### src/rtl/vga_timing_gen.sv
// VGA raster timing generator: position counters, sync pulses, visible-area flag
// and one-cycle line/frame start strobes, all registered.
module vga_timing_gen #(
    parameter int unsigned H_DISP    = 640,
    parameter int unsigned H_FP      = 16,
    parameter int unsigned H_SYNC    = 96,
    parameter int unsigned H_BP      = 48,
    parameter int unsigned V_DISP    = 480,
    parameter int unsigned V_FP      = 10,
    parameter int unsigned V_SYNC    = 2,
    parameter int unsigned V_BP      = 33,
    parameter bit          HS_ACTIVE = 1'b0,
    parameter bit          VS_ACTIVE = 1'b0,
    parameter int unsigned CW        = 10
) (
    input  logic          clk,
    input  logic          rst_n,
    input  logic          en,
    output logic [CW-1:0] h_cnt,
    output logic [CW-1:0] v_cnt,
    output logic          hsync,
    output logic          vsync,
    output logic          valid,
    output logic          line_tick,
    output logic          frame_tick
);

    localparam int unsigned H_TOTAL  = H_DISP + H_FP + H_SYNC + H_BP;
    localparam int unsigned V_TOTAL  = V_DISP + V_FP + V_SYNC + V_BP;
    localparam int unsigned HS_START = H_DISP + H_FP;
    localparam int unsigned HS_END   = HS_START + H_SYNC;
    localparam int unsigned VS_START = V_DISP + V_FP;
    localparam int unsigned VS_END   = VS_START + V_SYNC;

    localparam logic [CW-1:0] H_LAST = CW'(H_TOTAL - 1);
    localparam logic [CW-1:0] V_LAST = CW'(V_TOTAL - 1);

    // The last position on each axis must be representable in CW bits.
    if (((H_TOTAL - 1) >> CW) != 0 || ((V_TOTAL - 1) >> CW) != 0) begin : g_cw_check
        $error("vga_timing_gen: CW too narrow for H_TOTAL-1 / V_TOTAL-1");
    end

    logic [CW-1:0] h_q, h_d;
    logic [CW-1:0] v_q, v_d;
    logic          hsync_q, hsync_d;
    logic          vsync_q, vsync_d;
    logic          valid_q, valid_d;
    logic          line_q, line_d;
    logic          frame_q, frame_d;
    logic          h_wrap;
    logic          v_wrap;

    assign h_wrap = (h_q == H_LAST);
    assign v_wrap = (v_q == V_LAST);

    // Next position plus a decode of that position, so flags line up with the counters.
    always_comb begin
        h_d     = h_q;
        v_d     = v_q;
        hsync_d = hsync_q;
        vsync_d = vsync_q;
        valid_d = valid_q;
        line_d  = 1'b0;
        frame_d = 1'b0;
        if (en) begin
            h_d = h_wrap ? '0 : h_q + CW'(1);
            if (h_wrap) begin
                v_d = v_wrap ? '0 : v_q + CW'(1);
            end
            valid_d = (32'(h_d) < H_DISP) && (32'(v_d) < V_DISP);
            hsync_d = ((32'(h_d) >= HS_START) && (32'(h_d) < HS_END)) ? HS_ACTIVE : ~HS_ACTIVE;
            vsync_d = ((32'(v_d) >= VS_START) && (32'(v_d) < VS_END)) ? VS_ACTIVE : ~VS_ACTIVE;
            line_d  = h_wrap;
            frame_d = h_wrap && v_wrap;
        end
    end

    // Reset parks on the last pixel of a frame so the first enabled edge lands on (0,0).
    always_ff @(posedge clk or negedge rst_n) begin
        if (!rst_n) begin
            h_q     <= H_LAST;
            v_q     <= V_LAST;
            hsync_q <= ~HS_ACTIVE;
            vsync_q <= ~VS_ACTIVE;
            valid_q <= 1'b0;
            line_q  <= 1'b0;
            frame_q <= 1'b0;
        end else begin
            h_q     <= h_d;
            v_q     <= v_d;
            hsync_q <= hsync_d;
            vsync_q <= vsync_d;
            valid_q <= valid_d;
            line_q  <= line_d;
            frame_q <= frame_d;
        end
    end

    assign h_cnt      = h_q;
    assign v_cnt      = v_q;
    assign hsync      = hsync_q;
    assign vsync      = vsync_q;
    assign valid      = valid_q;
    assign line_tick  = line_q;
    assign frame_tick = frame_q;

endmodule

### config.mk
export PLATFORM = sky130hd
export DESIGN_NAME = vga_timing_gen
export DESIGN_NICKNAME = d
export VERILOG_FILES = /design/src/rtl/vga_timing_gen.sv
export SDC_FILE = /design/constraint.sdc
export NUM_CORES = 1
export LEC_CHECK = 0
export CAP_MARGIN = 5
export CORE_MARGIN = 2
export CORE_UTILIZATION = 47
export CTS_CLUSTER_DIAMETER = 30
export CTS_CLUSTER_SIZE = 12
export DETAILED_ROUTE_END_ITERATION = 6
export GPL_TIMING_DRIVEN = 0
export PLACE_DENSITY = 0.75
export SYNTH_ARGS = -nofsm -noshare
export SYNTH_HDL_FRONTEND = slang
export SYNTH_SLANG_ARGS = --single-unit
### constraint.sdc
create_clock -name clk -period 2.45 [get_ports clk]
set_input_delay 0.3675 -clock clk [delete_from_list [all_inputs] [get_ports clk]]
set_output_delay 0.3675 -clock clk [all_outputs]
set_load 0.02 [all_outputs]
==> run metrics, run 1 <==
status completed; power per cell area 562 nW/µm²; vias per cell 5.64; Initial Util 0.487; hold_buf cts 0; Post-synth top cells 20 x nand2_1, 14 x o21ai_0, 13 x dfrtp_1, 13 x nor2_1; HPWL Detailed 2.44 mm; number of global-route vias before repair 1331; GR Overflow Total 0; Die ar. 3950 µm²; Fill cells 297; CP Capture Point valid; port buffer count 27; max_cap viols 0; CTS tree done; Internal Pwr Total 746 µW; CP arrival 2.63 ns; DRC viols 0; # rows 21; flop-to-flop setup slack 0.07 ns; io pins 28; Sequential Power Share 0.503; Async SR Flop Fraction 1.00; antenna violations before repair 0; root buffer cell clkbuf_4; Final Max Slew Viols 0; Fmax 420 MHz; antenna violation net count after detailed routing 0; worst path required time 2.70 ns; Switching Fraction 0.352; final hold vios 0; drt first pass iters 4; Worst Skew 0.00211 ns; Critical Path Source h_cnt[1]; logic gate share of total power 0.329; Die Y 62.8 µm; n_diodes 0; GR met3 Demand/Resource 0.0288; GRT met1 Usage 0.250; Clock Power Share 0.167; H-tree depth 1; clock latency on the worst-skew pair 0.33 ns; CTS Buf Count 3; Inst Count DP 245; share of layout cells above drive strength 1 0.207; Net count, final 215; Area growth syn-to-layout 26.1%; Register-to-Register Path Depth 8; first-pass GRT wire length 5.95 mm; count leader, synth nand2_1; fin cells 254; EDFF count, synth 0; Starting DRT DRC Count 58; # clock sinks 25; Synth area leader dfrtp_1; CP max FO 7; Least-Margin Pin Slew 1.07 ns; Seq cells post-synth 25; post-synthesis sequential area ratio 0.394; most used routing layer met2; Post-Syn Area per Cell 9.46 µm²; largest net degree at the start of global routing 26; top post-synthesis cells by area dfrtp_1 20%, dfstp_2 19%, xnor2_1 4.8%; R2R Path End valid; Hold Crit Class register to register; critical path type register to register; Period minus WS final 2.38 ns; core area 3340 µm²; Die X-Extent 62.8 µm; Reg clk slew, reported paths 0.14 ns; M2 GR Usage 0.306; Psw 405 µW; synthesized net count 178; clk buf depth 2; Yosys top cell area share 0.200; Ys Warns 0; Final Wtd Congestion 0.849; Synth cell types 52; Worst R2R Start h_cnt[1]; Mapped Cells 172; Most used DFF post-synth dfrtp_1; via count 1433; fin crit share 0.971; Global Route Usage Sum 0.185; max_slew headroom 0.287; Worst Setup Start Kind register; CP Capture Type register; mapped cell area 1630 µm²; final core utilization 0.615; leakage 0.799 nW; peak supply drop 0.543 mV; Routed WL 3.48 mm; DR WL/cell 13.7 µm; Setup-failing EPs final 0
-- logic make-up after synthesis --
family | count (synthesis) | share of synthesized area
xor+xnor | 12 | 0.0646
fa+ha+maj | 3 | 0.0231
flops | 25 | 0.394
simple gates | 74 | 0.252
buf+inv | 19 | 0.0938
mux | 2 | 0.0131
compound gates | 37 | 0.159
-- worst min path at each step --
stage                  start    endpoint  slack [ns]  depth (start not counted)
floorplan              rst_n  frame_tick        0.07                          0
global placement    h_cnt[0]    h_cnt[0]        0.50                          1
detailed placement  h_cnt[0]    h_cnt[0]        0.51                          1
CTS                    vsync       vsync        0.54                          2
global route           vsync       vsync        0.55                          2
finish                 vsync       vsync        0.53                          2
-- through the flow --
| step | hold WS, ns | area, µm² | setup WS [ns] | power (mW) | setup TNS, ns |
|---|---|---|---|---|---|
| after detailed placement | 0.509 | 1950 | -0.381 | 0.921 | -2.39 |
| final | 0.531 | 2050 | 0.0701 | 1.15 | 0 |
| after CTS | 0.539 | 2000 | 0.0109 | 1.13 | 0 |
| after floorplan | 0.0719 | 1630 | 0.0502 | 0.776 | 0 |
| after global routing | 0.554 | 2050 | -0.0160 | 1.22 | -0.0160 |
| after global placement | 0.502 | 1950 | -0.344 | 0.911 | -1.93 |
-- area by class of cell --
type,count,area [µm²],share of cell area
multi-input cells,128,865,0.422
flip-flops and latches,25,641,0.312
repair buffers,32,308,0.150
plain buffers,10,119,0.0580
well taps,46,57.6,0.0281
inverters,9,33.8,0.0165
clock buffers,3,22.5,0.0110
clock inverters,1,5.00,0.00244
-- layer usage --
layer  vias to the layer above  part of all wire  routed length [µm]
li1                        697                 -                   -
met1                       686              0.46                1590
met2                        45              0.48                1660
met3                         5             0.051                 179
met4                         0             0.014                  47
met5                         -                 0                   0
-- placed cells by master (no fill, tap or decap), types with 2 or more instances in the layout --
cell	instances
a21oi_1	4
and3_1	2
buf_4	6
buf_6	4
clkbuf_4	4
clkbuf_8	2
clkdlybuf4s50_1	27
dfrtp_1	13
dfstp_2	12
ha_1	2
inv_1	8
nand2_1	20
nand3_1	12
nand4_1	5
nor2_1	13
nor3_1	7
nor3_4	2
nor4_1	2
o21a_1	2
o21ai_0	13
o32a_1	2
or4_1	2
xnor2_1	9
xor2_1	3
-- repair_timing --
| item | in CTS | in global routing |
|---|---|---|
| buffers inserted | 0 | 5 |
| pin swaps | 0 | 2 |
| endpoints found under the hold margin | 0 | 0 |
| resized for setup | 3 | 3 |
| endpoints found under the setup margin | 11 | 7 |
-- state kept, by name (all words and copies together) (netlist names) --
name / count
v_cnt: 10
h_cnt: 10
valid: 1
line_tick: 1
frame_tick: 1
hsync: 1
vsync: 1
-- worst max-delay path: stages (launching register included) --
cell and delay [ns]:
dfstp_2 0.61, ha_4 0.19, nand4_4 0.15, or3_1 0.41, buf_6 0.15, nor3_4 0.20, nor3_1 0.08, o211a_1 0.27
o32ai_2 0.25
-- power by group through the flow --
stage	clock [mW]	sequential, mW	combinational, mW
after floorplan	0	0.628	0.148
after global placement	0	0.577	0.334
after detailed placement	0	0.581	0.340
after CTS	0.197	0.579	0.354
after global routing	0.216	0.593	0.414
final	0.193	0.580	0.379
(Power assumes the default switching activity.)
==> run 2: changes to the inputs <==
CORE_MARGIN = not set   (was 2)
CORE_UTILIZATION = 25   (was 47)
PLACE_DENSITY = not set   (was 0.75)
==> run metrics, run 2 (same netlist as run 1, synthesis figures left out) <==
Die ar. 6830 µm² (+73%); n_diodes 0 (unchanged); leakage 0.805 nW (+0.69%); H-tree depth 1 (unchanged); core area 6310 µm² (+89%); top cell family by delay on the critical path simple AND/OR/NAND/NOR gates; Routed WL 3.77 mm (+8.4%); antenna violations before repair 0 (unchanged); clk buf depth 2 (unchanged); root buffer cell clkbuf_8; fin crit share 0.929 (-0.0419); setup TNS 0 ns (unchanged); Worst Skew 0.00309 ns (+0.000977 ns); HPWL Detailed 2.63 mm (+7.7%); hold_buf cts 0 (unchanged); Starting DRT DRC Count 107 (+84%); GR Overflow Total 0 (unchanged); Final Max Slew Viols 0 (unchanged); final core utilization 0.334 (-0.281); Worst path max stage delay 0.58 ns (-0.03 ns); Worst R2R Start h_cnt[1]; Fmax 439 MHz (+4.5%); Register-to-Register Path Depth 8 (unchanged); Final Wtd Congestion 0.804 (-5.2%); CP Capture Type register; via count 1428 (-0.35%); largest net degree at the start of global routing 26 (unchanged); Critical-path top delay cell dfstp_2; Least-Margin Pin Slew 1.11 ns (+0.0477 ns); Internal Pwr Total 795 µW (+6.5%); Global Route Usage Sum 0.121 (-0.0641); crit-path cells ha_4, nand4_4, or3_4, buf_6, nor4_4, xnor2_1, o21ai_1, o32ai_2; Clock Power Share 0.207 (+0.040); vias per cell 5.03 (-11%); max_cap viols 0 (unchanged); antenna violation net count after detailed routing 0 (unchanged); Switching Fraction 0.341 (-0.0112); fin cells 284 (+12%); Worst Setup Start Kind register; Sequential Power Share 0.479 (-0.024); critical path type register to register; Worst Path Buf+Inv 1 (unchanged); CP max FO 7 (unchanged); Period minus WS final 2.28 ns (-0.103 ns); hold endpoint vsync; Hold Crit Class register to register; clock latency on the worst-skew pair 0.27 ns (-0.06 ns); share of layout cells above drive strength 1 0.208 (+0.000999); drt first pass iters 4 (unchanged); CTS tree done; port buffer count 27 (unchanged); power per cell area 573 nW/µm² (+2.0%); DR WL/cell 13.3 µm (-3.0%); logic gate share of total power 0.314 (-0.015); Inst Count DP 276 (+13%); Initial Util 0.258 (-0.230); peak supply drop 0.303 mV (-44%); pre-CTS WS -0.501 ns (-0.119 ns); Psw 411 µW (+1.4%); # rows 29 (+38%); flop-to-flop setup slack 0.17 ns (+0.10 ns); WHS Path Cells 2 (unchanged); origin of the worst min-delay path vsync; Reg clk slew, reported paths 0.09 ns (-0.05 ns); worst setup margin 0.173 ns (+0.103 ns); max_slew headroom 0.256 (-0.0319); first-pass GRT wire length 6.38 mm (+7.2%); Area growth syn-to-layout 29.5%; Die Y 82.7 µm (+32%); Setup-failing EPs final 0 (unchanged); CTS Buf Count 3 (unchanged); worst path required time 2.63 ns (-0.07 ns); final hold vios 0 (unchanged); most common cell after layout, fill and taps aside clkdlybuf4s50_1; Pwr Total 1.21 mW (+4.7%); # clock sinks 25 (unchanged); io pins 28 (unchanged); R2R Path End valid; commonest non-fill, non-tap cells in the layout 27 x clkdlybuf4s50_1, 20 x nand2_1, 13 x nor2_1, 13 x o21ai_0, 13 x dfrtp_1; status completed; number of global-route vias before repair 1331 (unchanged); DRC viols 0 (unchanged); Die X-Extent 82.7 µm (+32%); CP arrival 2.46 ns (-0.17 ns); RSZ-0062 raised after global routing no; Net count, final 214 (-0.47%)
==> run 2: area by class of cell <==
type,count,area (µm²)
fillers,687,4210
inverters,9,33.8
clock buffers,3,41.3
plain buffers,10,119
multi-input cells,128,870
flip-flops and latches,25,641
well taps,77,96.3
clock inverters,1,5.00
repair buffers,31,300
==> run 2: power groups by stage <==
stage / clock network (mW) / registers (mW) / logic, mW
after CTS: 0.263 / 0.579 / 0.358
after global placement: 0 / 0.581 / 0.335
after global routing: 0.278 / 0.589 / 0.415
after floorplan: 0 / 0.628 / 0.148
after detailed placement: 0 / 0.582 / 0.340
final: 0.250 / 0.578 / 0.378
==> run 2: timing repair <==
action | in CTS | in global routing
pin swaps | 0 | 4
buffers inserted | 1 | 3
endpoints found under the setup margin | 11 | 2
gates resized for setup | 4 | 3
==> run 2: through the flow <==
stage	instance area, µm²	hold WS (ns)
floorplan	1630	0.0719
global placement	1990	0.505
detailed placement	1990	0.505
CTS	2070	0.539
global route	2110	0.559
finish	2110	0.530
==> run 2: worst max-delay path by stage <==
stage,start,end,slack [ns],cells past startpoint
detailed placement,h_cnt[0],v_cnt[3],-0.50,7
global placement,h_cnt[0],v_cnt[3],-0.48,7
global route,v_cnt[1],vsync,0.01,9
CTS,h_cnt[1],valid,0.03,8
finish,h_cnt[1],valid,0.17,8
floorplan,h_cnt[0],valid,0.05,8
==> run 2: routing by layer <==
layer	routed length, µm	track usage
met3	125	0.0143
met2	1780	0.194
met4	31	0.0379
met5	0	0
met1	1840	0.169
==> run 2: worst reg2reg max path, stage by stage, from the launching register on <==
cell,delay (ns)
dfstp_2,0.58
ha_4,0.17
nand4_4,0.15
or3_4,0.42
buf_6,0.15
nor4_4,0.27
xnor2_1,0.17
o21ai_1,0.09
o32ai_2,0.19
